`src/rtl/serial_add_ctrl.sv`:
```
// Bit-serial adder controller: loads two parallel operands, feeds an external
// LSB-first serial adder, and returns the parallel sum and carry. Optional
// signed-overflow output is enabled with the SERADD_OVF_EN macro.
module serial_add_ctrl #(
    parameter int WIDTH = 4
) (
    input  logic             clk,
    input  logic             rst,
    input  logic             in_valid,
    output logic             in_ready,
    input  logic [WIDTH-1:0] op_a,
    input  logic [WIDTH-1:0] op_b,
    output logic             out_valid,
    input  logic             out_ready,
    output logic [WIDTH-1:0] sum,
    output logic             cout,
    output logic             busy,
    output logic             sa_load,
    output logic             sa_si_1,
    output logic             sa_si_2,
    input  logic             sa_sum,
    input  logic             sa_cy
`ifdef SERADD_OVF_EN
    ,
    output logic             ovf
`endif
);

    localparam int CW = $clog2(WIDTH);
    localparam logic [CW-1:0] LAST = CW'(WIDTH - 1);

    typedef enum logic [1:0] {
        IDLE  = 2'd0,
        SHIFT = 2'd1,
        DONE  = 2'd2
    } state_t;

    state_t           state_q, state_d;
    logic [WIDTH-1:0] a_q, a_d, b_q, b_d, res_q, res_d;
    logic [CW-1:0]    cnt_q, cnt_d;
    logic             cout_q, cout_d;
    logic             ovf_q, ovf_d;

    always_ff @(posedge clk or negedge rst) begin
        if (!rst) begin
            state_q <= IDLE;
            a_q     <= '0;
            b_q     <= '0;
            res_q   <= '0;
            cnt_q   <= '0;
            cout_q  <= 1'b0;
            ovf_q   <= 1'b0;
        end else begin
            state_q <= state_d;
            a_q     <= a_d;
            b_q     <= b_d;
            res_q   <= res_d;
            cnt_q   <= cnt_d;
            cout_q  <= cout_d;
            ovf_q   <= ovf_d;
        end
    end

    always_comb begin
        state_d   = state_q;
        a_d       = a_q;
        b_d       = b_q;
        res_d     = res_q;
        cnt_d     = cnt_q;
        cout_d    = cout_q;
        ovf_d     = ovf_q;
        in_ready  = 1'b0;
        out_valid = 1'b0;
        busy      = 1'b1;
        sa_load   = 1'b0;
        sa_si_1   = 1'b0;
        sa_si_2   = 1'b0;
        case (state_q)
            IDLE: begin
                in_ready = 1'b1;
                busy     = 1'b0;
                if (in_valid) begin
                    a_d     = op_a;
                    b_d     = op_b;
                    res_d   = '0;
                    cnt_d   = '0;
                    state_d = SHIFT;
                end
            end
            SHIFT: begin
                sa_si_1 = a_q[0];
                sa_si_2 = b_q[0];
                sa_load = (cnt_q == '0);
                res_d   = {sa_sum, res_q[WIDTH-1:1]};
                a_d     = a_q >> 1;
                b_d     = b_q >> 1;
                cnt_d   = cnt_q + CW'(1);
                if (cnt_q == LAST) begin
                    cout_d  = sa_cy;
                    // carry into the MSB is recovered from the sum bit and its operands
                    ovf_d   = (sa_sum ^ a_q[0] ^ b_q[0]) ^ sa_cy;
                    state_d = DONE;
                end
            end
            DONE: begin
                out_valid = 1'b1;
                if (out_ready) state_d = IDLE;
            end
            default: state_d = IDLE;
        endcase
    end

    assign sum  = res_q;
    assign cout = cout_q;
`ifdef SERADD_OVF_EN
    assign ovf  = ovf_q;
`else
    logic unused_ovf;
    assign unused_ovf = ovf_q;
`endif

endmodule

```
`config.mk`:
```
export PLATFORM = sky130hd
export DESIGN_NAME = serial_add_ctrl
export DESIGN_NICKNAME = d
export VERILOG_FILES = /design/src/rtl/serial_add_ctrl.sv
export SDC_FILE = /design/constraint.sdc
export NUM_CORES = 1
export LEC_CHECK = 0
export ABC_CLOCK_PERIOD_IN_PS = 1100
export CAP_MARGIN = 20
export CORE_MARGIN = 5
export CORE_UTILIZATION = 40
export DETAILED_ROUTE_END_ITERATION = 16
export PLACE_DENSITY = 0.75
export SETUP_SLACK_MARGIN = 0.02
export SLEW_MARGIN = 10
export SYNTH_ARGS = -nofsm -noshare
export SYNTH_HDL_FRONTEND = slang
export SYNTH_SLANG_ARGS = --single-unit
```
`constraint.sdc`:
```
create_clock -name clk -period 1.1 [get_ports clk]
set_input_delay 0.11 -clock clk [delete_from_list [all_inputs] [get_ports clk]]
set_output_delay 0.11 -clock clk [all_outputs]
set_load 0.02 [all_outputs]
```
# Word-level counts from Yosys, hierarchy flattened
# Cells that the tools add are included.
[op_classes]
add_sub_neg = 1
eq_ne = 6
n_reduce_logical = 6
mux = 18
[ops]
columns = ["operator", "count"]
rows = [
  ["$pmux 4 s2", 3],
  ["$mux 4", 3],
  ["$mux 2", 4],
  ["$mux 1", 6],
  ["$ne 2x2->1 const B", 3],
  ["$pmux 2 s3", 1],
  ["$eq 2x2->1 const B", 2],
  ["$logic_not 2->1", 2],
  ["$pmux 2 s2", 1],
  ["$reduce_and 2->1", 2],
  ["$reduce_and 3->1", 1],
  ["$add 2x1->2 const B", 1],
  ["$eq 2x1->1 const B", 1],
  ["$reduce_bool 2->1", 1],
]
[totals]
out_inout_bits = 11
ff_bits = 17
inputBits = 14
elab_cells = 37

# Longest topological paths before layout
[logic_depth]
word_depth = 3
ltp_mapped = 5
depth_no_buf = 4

# Worst setup path after synthesis
# Ideal clock, no wire load.
[synth_path]
kind = "reg-to-reg"
from = "reg state_q[0]"
to = "reg cout_q (netlist: cout)"
synth_period_minus_slack_ps = 1180
stages_incl_launch_ff = 6
slack_ps = -80
setup_ps = 125
arrival_time_ps = 1055
t_required_ps = 975
n_path_buf = 2
cell_sequence = "dfrtp_1 buf_6 nor2b_4 buf_6 nand2_4 mux2_4"
[synth_between]
elab_chain_cells = 2
[synth_rtl]
columns = ["element", "line_no", "rtl"]
rows = [
  ["start: declaration", "38", "state_t state_q, state_d;"],
  ["start signal: assignment", "54", "state_q <= state_d;"],
  ["$eq 2x1->1", "78", "case (state_q)"],
  ["$reduce_and 2->1 (no source line)", "-", ""],
  ["end signal: assignment", "59", "cout_q <= cout_d;"],
  ["end: declaration", "41", "logic cout_q, cout_d;"],
]
# Every way passes these cells.
# A chain may end at the register's enable or synchronous reset.

# Worst setup path in the final report
[layout_path]
from = "reg state_q[1]"
to = "out sa_si_1"
[layout_between]
elab_chain_cells = 2
[layout_rtl]
columns = ["element", "line_no", "rtl"]
rows = [
  ["$eq 2x1->1", "78", ""],
  ["$mux 1", "78", ""],
  ["end: declaration", "19", "output logic sa_si_1,"],
]
# Every way passes these cells.

==> impl_results.md <==
- Post-synth ARST share: 100%
- DRC viols: 0
- Largest net degree at the start of global routing: 18
- Sequential area share after synthesis: 52.1%
- Distinct cells, synth: 23
- RSZ-0062 raised after global routing: yes
- Clk_lat worst skew: 310 ps
- Status: finished, violations left
- Routed Antenna Nets: 0
- R2r setup slk: -260 ps
- Required time of the critical path: 990 ps
- Fmax achieved: 729 MHz
- Pwr Density: 3050 nW/um^2
- Top-area cell type share of the netlist area: 52.1%
- Via count: 802
- Largest cells by area after synthesis: dfrtp_1, o22ai_1, a21oi_1
- Leak Pwr: 0.668 nW
- FILL cells: 145
- EDFF count, synth: 0
- Reg2reg start: state_q[1]
- Worst Setup End Kind: output pin
- Syn Std Cell Area: 817 um^2
- DR iter-0 viols: 8
- Cell depth of the worst flop-to-flop path: 6
- Multi-input logic area: 482 um^2
- Num Clock Sinks: 17
- Total track usage: 17.2%
- Total grt overflow: 0
- Layout cell share with drive strength beyond 1: 60.0%
- Failing checks: negative setup slack
- Area leader, netlist: dfrtp_1
- Max clock buf depth: 2
- IO Pins: 25
- Register cell area after layout: 425 um^2
- First-pass GRT wire length: 3680 um
- Final Instance Area: 1440 um^2
- DP Area: 1200 um^2
- CTS tree: built
- CP max stage delay: 410 ps
- Min cycle time layout: 1370 ps
- Std cell rows: 16
- Max Cap Viol: 0
- Max H-tree Level: 1
- CP dominant cell by count: buf_6
- Avg WL per Cell: 15.9 um
- Slowest-stage cell, CP: dfrtp_1
- Final hold vios: 0
- Final wirelength: 2410 um
- Delay-heaviest family, CP: flip-flops
- Slew of the pin with the lowest slew margin: 274 ps
- Overall power: 0.00438 W
- Die height: 55.2 um
- # diodes: 0
- CTS Root Cell: clkbuf_4
- # setup viols final: 23
- IO Port Bufs: 24
- Die width: 55.2 um
- Worst-path clk slew: 110 ps
- Initial antenna violation count: 0
- Starting density of the core: 41.6%
- CTS Buf Count: 3
- Most common cell in the netlist: dfrtp_1
- WS Path Type: reg2out
- Pins over their slew limit: 0
- Most common library cells after synthesis: dfrtp_1, o22ai_1, a21oi_1
- Mapped Cells: 76
- Die area: 3050 um^2
- Flop and latch count out of synthesis: 17
- CTS Hold Bufs: 0
- Max-slew headroom: 81.6%
- Worst Clk Skew: 9.94 ps
- Vias/cell: 5.28
- Vias in the first global route: 859
- Core ar.: 1960 um^2
- Fin crit share: 125%
- Routability cong.: 0.815
- Dominant synthesized flop cell: dfrtp_1
- Synth warn: 0
- Area grow syn2layout: 75.7%
- Critical-path cell list: buf_6, nor2b_4, and2_4, buf_6
- Crit path launch type: flip-flop
- Syn nets: 92
- Nets@finish: 142
- CP Launch Point: state_q[1]
- Hold Crit Class: in2async
- Crit Path Max Fanout: 4
- Avg Synthesized Cell Area: 10.8 um^2
- CP bufs+invs: 2
- Iteration count of the initial detailed-routing pass: 2
- Final HPWL DP: 1520 um
- VDD IR max: 1.74 mV
- Worst Path Arrival: 1260 ps
- Reg2Reg Capture Point: b_q[0]
- Final setup margin: -272 ps
[logic make-up after synthesis]
logic type	count (synthesis)	share of synthesized area [%]
AO/OA/AOI/OAI	31	24.2
flip-flops	17	52.1
AND/OR/NAND/NOR	16	12.3
buffers and inverters	9	6.58
adder cells (fa/ha/maj)	2	3.06
multiplexers	1	1.84
[sequential cells by signal, summed over array words and instances (netlist names)]
name	flops
b_q	4
a_q	4
state_q	2
cnt_q	2
sum	4
cout	1
[worst reg2reg max path: stages, from the launching register on]
cell	delay, ps
dfrtp_1	410
buf_6	130
buf_4	130
buf_6	120
or2b_4	300
o22ai_2	140
a21oi_2	40
[cell usage in the layout, fill, tap and decap left out, types with 2 or more instances in the layout]
cell type and instances:
a21oi_1 2, a21oi_2 5, a22o_1 2, a22o_2 3
and2_4 3, buf_2 4, buf_4 18, buf_6 13
clkbuf_4 3, clkdlybuf4s50_1 13, dfrtp_1 17, inv_1 3
nand2_1 3, nor2_1 2, nor2b_4 3, o21ai_1 2
o21ai_2 3, o22ai_1 4, o22ai_2 8
[repair_timing]
item | 4_1_cts | 5_1_grt
endpoints found under the setup margin | 27 | 26
buffers inserted | 4 | 2
resized for setup | 85 | 17
pin swaps | 8 | 6
[power by group]
part | total (W) | internal (W) | switching (W) | leakage, nW
Combinational | 0.00288 | 0.00154 | 0.00134 | 0.441
Sequential | 0.00115 | 0.000919 | 0.000227 | 0.210
Clock | 0.000352 | 0.000136 | 0.000216 | 0.0177
[per-stage QoR]
stage	util [%]	cells	setup TNS [ps]	setup slack (ps)	hold slack [ps]
2_1_floorplan	-	76	-70.5	-70.5	-186
3_3_place_gp	61.1	142	-4300	-311	455
3_5_place_dp	61.1	142	-4910	-356	462
4_1_cts	70.5	150	-3770	-247	137
5_1_grt	73.2	152	-5230	-298	136
6_report	73.2	152	-4470	-272	119
[layer usage]
layer | part of all wire (%) | global-route usage (%) | vias to the layer above
li1 | - | - | 374
met1 | 42 | 21.6 | 399
met2 | 52 | 28.0 | 24
met3 | 4.1 | 3.75 | 5
met4 | 1.7 | 8.10 | 0
met5 | 0 | 0 | -
[cell type report]
| class | count | share of cell area, % |
|---|---|---|
| clock buffer | 3 | 1.57 |
| clock inverter | 1 | 0.349 |
| inverter | 5 | 1.66 |
| multi-input combinational | 50 | 33.6 |
| sequential | 17 | 29.6 |
| tap | 27 | 2.35 |
| timing repair buffer | 49 | 30.9 |
[worst max path at each step]
stage | end | slack (ps) | cells past startpoint
finish | sa_si_1 | -270 | 4
detailed placement | sa_si_1 | -360 | 3
global route | sa_si_1 | -300 | 4
global placement | sa_si_2 | -310 | 3
floorplan | cout | -70 | 5
CTS | sa_si_2 | -250 | 4
No activity file was read; power rests on OpenSTA's default activity.
